**src/rtl/div_pkg.sv**
```systemverilog
// Shared definitions for the shift-subtract divider: FSM encoding and default widths.
package div_pkg;

  localparam int DIV_WIDTH_DIVIDEND = 32;
  localparam int DIV_WIDTH_DIVISOR  = 16;

  typedef enum logic [1:0] {
    IDLE = 2'd0,
    CALC = 2'd1,
    DONE = 2'd2
  } div_state_e;

  // Counter must represent 0..WIDTH_dividend inclusive.
  function automatic int div_cnt_width(input int w);
    return $clog2(w) + 1;
  endfunction

endpackage

```
**src/rtl/div_step_cell.sv**
```systemverilog
// One restoring-division step: shift in the next dividend bit, compare, conditionally subtract.
// Purely combinational; the caller guarantees rem_i < divisor_i so the result fits in W bits.
module div_step_cell #(
  parameter int W = 16
) (
  input  logic [W-1:0] rem_i,
  input  logic         bit_i,
  input  logic [W-1:0] divisor_i,
  output logic [W-1:0] rem_o,
  output logic         q_bit_o
);

  logic [W:0] shifted;
  logic [W:0] diff;

  always_comb begin
    shifted = {rem_i, bit_i};
    diff    = shifted - {1'b0, divisor_i};
    q_bit_o = (shifted >= {1'b0, divisor_i});
    rem_o   = q_bit_o ? diff[W-1:0] : shifted[W-1:0];
  end

endmodule

```
**src/rtl/shift_sub_divider.sv**
```systemverilog
// Unsigned sequential divider, one quotient bit per cycle, valid/ready on both sides.
// Latency WIDTH_dividend cycles from accept to out_valid (zero divisor: result right after accept).
module shift_sub_divider
  import div_pkg::*;
#(
  parameter int WIDTH_dividend = DIV_WIDTH_DIVIDEND,
  parameter int WIDTH_divisor  = DIV_WIDTH_DIVISOR
) (
  input  logic                      clk,
  input  logic                      rst,
  input  logic                      in_valid,
  output logic                      in_ready,
  input  logic [WIDTH_dividend-1:0] dividend,
  input  logic [WIDTH_divisor-1:0]  divisor,
  output logic                      out_valid,
  input  logic                      out_ready,
  output logic [WIDTH_dividend-1:0] quotient,
  output logic [WIDTH_divisor-1:0]  remainder,
  output logic                      div_zero
);

  localparam int CNT_W = div_cnt_width(WIDTH_dividend);
  localparam logic [CNT_W-1:0] CNT_LAST = CNT_W'(WIDTH_dividend - 1);

  div_state_e                state_q;
  logic [CNT_W-1:0]          cnt_q;
  logic [WIDTH_dividend-1:0] quo_q;
  logic [WIDTH_divisor-1:0]  rem_q;
  logic [WIDTH_divisor-1:0]  dvs_q;
  logic                      div_zero_q;
  logic                      out_valid_q;
  logic                      in_ready_q;

  logic [WIDTH_divisor-1:0]  rem_d;
  logic                      q_bit_d;

  // quo_q doubles as the dividend shift register: the MSB feeds the step cell,
  // the new quotient bit enters at the LSB.
  div_step_cell #(
    .W(WIDTH_divisor)
  ) u_step (
    .rem_i    (rem_q),
    .bit_i    (quo_q[WIDTH_dividend-1]),
    .divisor_i(dvs_q),
    .rem_o    (rem_d),
    .q_bit_o  (q_bit_d)
  );

  always_ff @(posedge clk or negedge rst) begin
    if (!rst) begin
      state_q     <= IDLE;
      cnt_q       <= '0;
      quo_q       <= '0;
      rem_q       <= '0;
      dvs_q       <= '0;
      div_zero_q  <= 1'b0;
      out_valid_q <= 1'b0;
      in_ready_q  <= 1'b1;
    end else begin
      case (state_q)
        IDLE: begin
          if (in_valid) begin
            in_ready_q <= 1'b0;
            dvs_q      <= divisor;
            cnt_q      <= '0;
            if (divisor == '0) begin
              state_q     <= DONE;
              quo_q       <= '1;
              rem_q       <= dividend[WIDTH_divisor-1:0];
              div_zero_q  <= 1'b1;
              out_valid_q <= 1'b1;
            end else begin
              state_q    <= CALC;
              quo_q      <= dividend;
              rem_q      <= '0;
              div_zero_q <= 1'b0;
            end
          end
        end
        CALC: begin
          quo_q <= {quo_q[WIDTH_dividend-2:0], q_bit_d};
          rem_q <= rem_d;
          cnt_q <= cnt_q + 1'b1;
          if (cnt_q == CNT_LAST) begin
            state_q     <= DONE;
            out_valid_q <= 1'b1;
          end
        end
        DONE: begin
          if (out_ready) begin
            state_q     <= IDLE;
            out_valid_q <= 1'b0;
            in_ready_q  <= 1'b1;
          end
        end
        default: begin
          state_q     <= IDLE;
          out_valid_q <= 1'b0;
          in_ready_q  <= 1'b1;
        end
      endcase
    end
  end

  assign in_ready  = in_ready_q;
  assign out_valid = out_valid_q;
  assign quotient  = quo_q;
  assign remainder = rem_q;
  assign div_zero  = div_zero_q;

endmodule
```
**config.mk**
```make
export PLATFORM = sky130hd
export DESIGN_NAME = shift_sub_divider
export DESIGN_NICKNAME = d
export VERILOG_FILES = /design/src/rtl/div_pkg.sv /design/src/rtl/div_step_cell.sv /design/src/rtl/shift_sub_divider.sv
export SDC_FILE = /design/constraint.sdc
export NUM_CORES = 1
export LEC_CHECK = 0
export CORE_ASPECT_RATIO = 1.25
export CORE_MARGIN = 2
export CORE_UTILIZATION = 46
export DETAILED_ROUTE_END_ITERATION = 10
export PLACE_DENSITY = 0.8
export SYNTH_ARGS = -nofsm -noshare
export SYNTH_HDL_FRONTEND = slang
export SYNTH_SLANG_ARGS = --single-unit
```
**constraint.sdc**
```tcl
create_clock -name clk -period 2.4 [get_ports clk]
set_input_delay 0.48 -clock clk [delete_from_list [all_inputs] [get_ports clk]]
set_output_delay 0.48 -clock clk [all_outputs]
set_load 0.01 [all_outputs]
```
==> results.md <==
- Status: finished with violations
- Violated checks: negative setup slack
- Worst setup SP type: flip-flop
- HP Class: in2async
- Relative slew slack: 0.530
- Top-area cell type share of the netlist area: 0.421
- Reg area: between 1500 and 2000 sq um
- Diodes inserted: 0
- Worst path arrival time: ~2.8 ns
- Vias in the first global route: 4487
- Die ar.: 10400 sq um
- Clk pin slew, worst setup/hold paths: 0.06 ns
- Vias: between 4000 and 5000
- First-pass GRT wire length: ~22000 um
- TritonCTS Sinks: 75
- CP max stage cell: dfrtp_1
- Vias per cell: 5.86
- Initial DRC count: 358
- Total Power: about 12 mW
- Top FF cell, synth: dfrtp_1
- Final Instance Count excl. Fillers: a little under 800
- CP max stage delay: 0.40 ns
- RSZ-0062 raised after global routing: true
- Final worst path period share: 1.06
- Critical Path Most Common Cell: o31ai_4
- Worst skew pair latency: 0.34 ns
- CTS Hold Bufs: 0
- Final Hold Fails: 0
- Post-synth top area cell: dfrtp_1
- Initial Util: 0.477
- Antenna violations before repair: 0
- Post-placement cell count: 764
- WS Path Type: reg2reg
- Cell count after synthesis: 507
- H-tree Lvls: 3
- Post-synth design cell area: 4400 sq um
- IO Pins: 103
- Leakage: 2.81 nW
- Max-cap viol count: 0
- Finished Core Util: 0.722
- Final #Nets: 734
- Setup ws final: -0.143 ns
- GRT overflow: 0
- Synthesis-to-finish area growth: 51.5%
- Synthesized net count: around 580
- Layout fillers: 640
- Drt drc: 0
- Clock Skews: 0.00629 ns
- Cell Rows: 39
- Commonest non-fill, non-tap cell in the layout: clkdlybuf4s50_1
- Post-synthesis cell type count: 53
- Routed WL: 14800 um
- Commonest cells after routing, fill and taps aside: clkdlybuf4s50_1 (101), dfrtp_1 (74), buf_4 (69), nand2_1 (64), nor2_1 (47)
- Core ar.: ~9200 sq um
- Max Buffers Root-to-Sink: 2
- WL/cell: 18.7 um
- Synth Register Bits: 75
- Post-synth EDFFs: 0
- CTS Buf Count: 9
- Drt pass-1 iters: 4
- Largest net degree at the start of global routing: 76
- Mean Syn Cell Area: 8.67 sq um
- Area contributors post-synth: dfrtp_1 (42%), nand2_1 (5.5%), o21ai_0 (5.1%)
- Final GP Congestion: 0.966
- Multi-input logic area: 2550 sq um
- Height of the die: 113 um
- Max Clk Rate: roughly 390 MHz
- CP Cell Sequence: inv_2, ha_4, nor2b_4, o31a_1, o31ai_4, nand3_2, o31ai_4, buf_6, mux2_4, o21ai_1
- TritonCTS clock tree: built
- Crit path time final: 2.54 ns
- CP Capture Type: flip-flop
- Layout cell share with drive strength beyond 1: 0.206
- Critical path fanouts, max: 4
- Slew @ Worst Pin: 0.705 ns
- VDD IR max: 1220 uV
- Sequential fraction of the synthesis area: 0.427
- Hold slack: 0.141 ns
- Pwr dens: approximately 1800 nW/um^2
- # setup viols final: 17
- Synthesis warning total: 0
- Buffers on Ports: 102
- GRT Util Overall: 0.274
- ANT nets after route: 0
- Setup TNS: -1.73 ns
- Chip width: roughly 91 um
- Max-slew violations: 0
- Post-DP HPWL: approximately 9500 um
- Worst path required time: roughly 2.7 ns
- CTS root buffer: clkbuf_16
- Fraction of registers with async set/reset: 1.00
==> through the flow <==
stage	instance area, sq um	setup WS, ns
floorplan	4400	0.0145
global placement	5950	-0.208
detailed placement	5950	-0.220
CTS	6400	-0.213
global route	6660	-0.208
finish	6660	-0.143
==> worst max-delay path: cells and delay by family, from the launching register on <==
family | cells | cell delay (ns)
compound gates | 4 | 1.00
mux | 1 | 0.30
buf+inv | 2 | 0.27
flops | 1 | 0.40
fa+ha+maj | 1 | 0.20
simple gates | 2 | 0.28
==> flip-flops by register name, indices dropped and copies added (netlist names) <==
| name | cells |
|---|---|
| remainder | 16 |
| in_ready | 1 |
| state_q | 2 |
| cnt_q | 6 |
| out_valid | 1 |
| dvs_q | 16 |
| div_zero | 1 |
| quotient | 32 |
==> cells in the mapped netlist (2+ instances only) <==
cell      instances
nand2b_1          6
inv_1            24
o211ai_1          2
buf_1             4
buf_2             5
o31ai_1          26
a22oi_1          20
nor2b_1           5
nand4_1           3
buf_6             2
ha_1             17
o21a_1            3
o21ai_0          45
a21oi_1          29
a211o_1           3
nor4_1            7
mux2i_1           9
o21bai_1          2
xnor2_1           7
xor2_1            5
a21o_1            8
clkbuf_1         21
dfrtp_1          74
or4_1             3
mux2_2            3
nand2_1          64
o31a_1            3
nor2_1           49
nand3_1           6
o22ai_1           3
a31oi_1           2
nor3_1           24
a211oi_1          3
==> worst paths after layout <==
kind	startpoint	to	slack (ns)	cells after the start
setup / recovery	dvs_q[1]$_DFFE_PN0P_	remainder[1]$_DFFE_PN0P_	-0.14	10
hold / removal	rst	quotient[19]$_DFFE_PN0P_	0.14	2
setup reg to reg	dvs_q[1]$_DFFE_PN0P_	remainder[1]$_DFFE_PN0P_	-0.14	10
hold reg to reg	div_zero$_DFFE_PN0P_	div_zero$_DFFE_PN0P_	0.51	1
max in group asynchronous	rst	dvs_q[15]$_DFFE_PN0P_	1.89	2
min in group clk	div_zero$_DFFE_PN0P_	div_zero$_DFFE_PN0P_	0.51	1
==> cell type report <==
cell class / instances / area share
multi-input combinational: 375 / 0.383
inverter: 24 / 0.0135
timing repair buffer: 179 / 0.246
sequential: 75 / 0.282
clock inverter: 4 / 0.0148
clock buffer: 12 / 0.0370
tap: 123 / 0.0231
==> timing repair <==
item | 4_1_cts | 5_1_grt
endpoints found under the setup margin | 17 | 17
gates resized for setup | 18 | 41
setup buffers | 5 | 7
hold endpoints to repair | 0 | 0
pin swaps | 6 | 21
==> routing by layer <==
layer,vias to the layer above,routed length [um],part of all wire,track usage
met1,2254,5940,0.40,0.344
met5,-,0,0,0
met2,208,7340,0.50,0.450
met4,0,830,0.056,0.159
met3,63,695,0.047,0.0399
li1,2118,-,-,-
==> kinds of logic after synthesis <==
kind of cell,synth area share
AOI/OAI and AO/OA,0.233
xor gates and xnor gates,0.0239
adders and majority gates,0.0529
buffers and inverters,0.0544
DFF,0.427
muxes,0.0282
and+or+nand+nor,0.181
==> power breakdown <==
group          internal (mW)  total, mW  switching [mW]
registers               1.95       2.44           0.497
clock network           1.05       1.59           0.541
logic                   4.16       8.29            4.13
(Power assumes the default switching activity.)
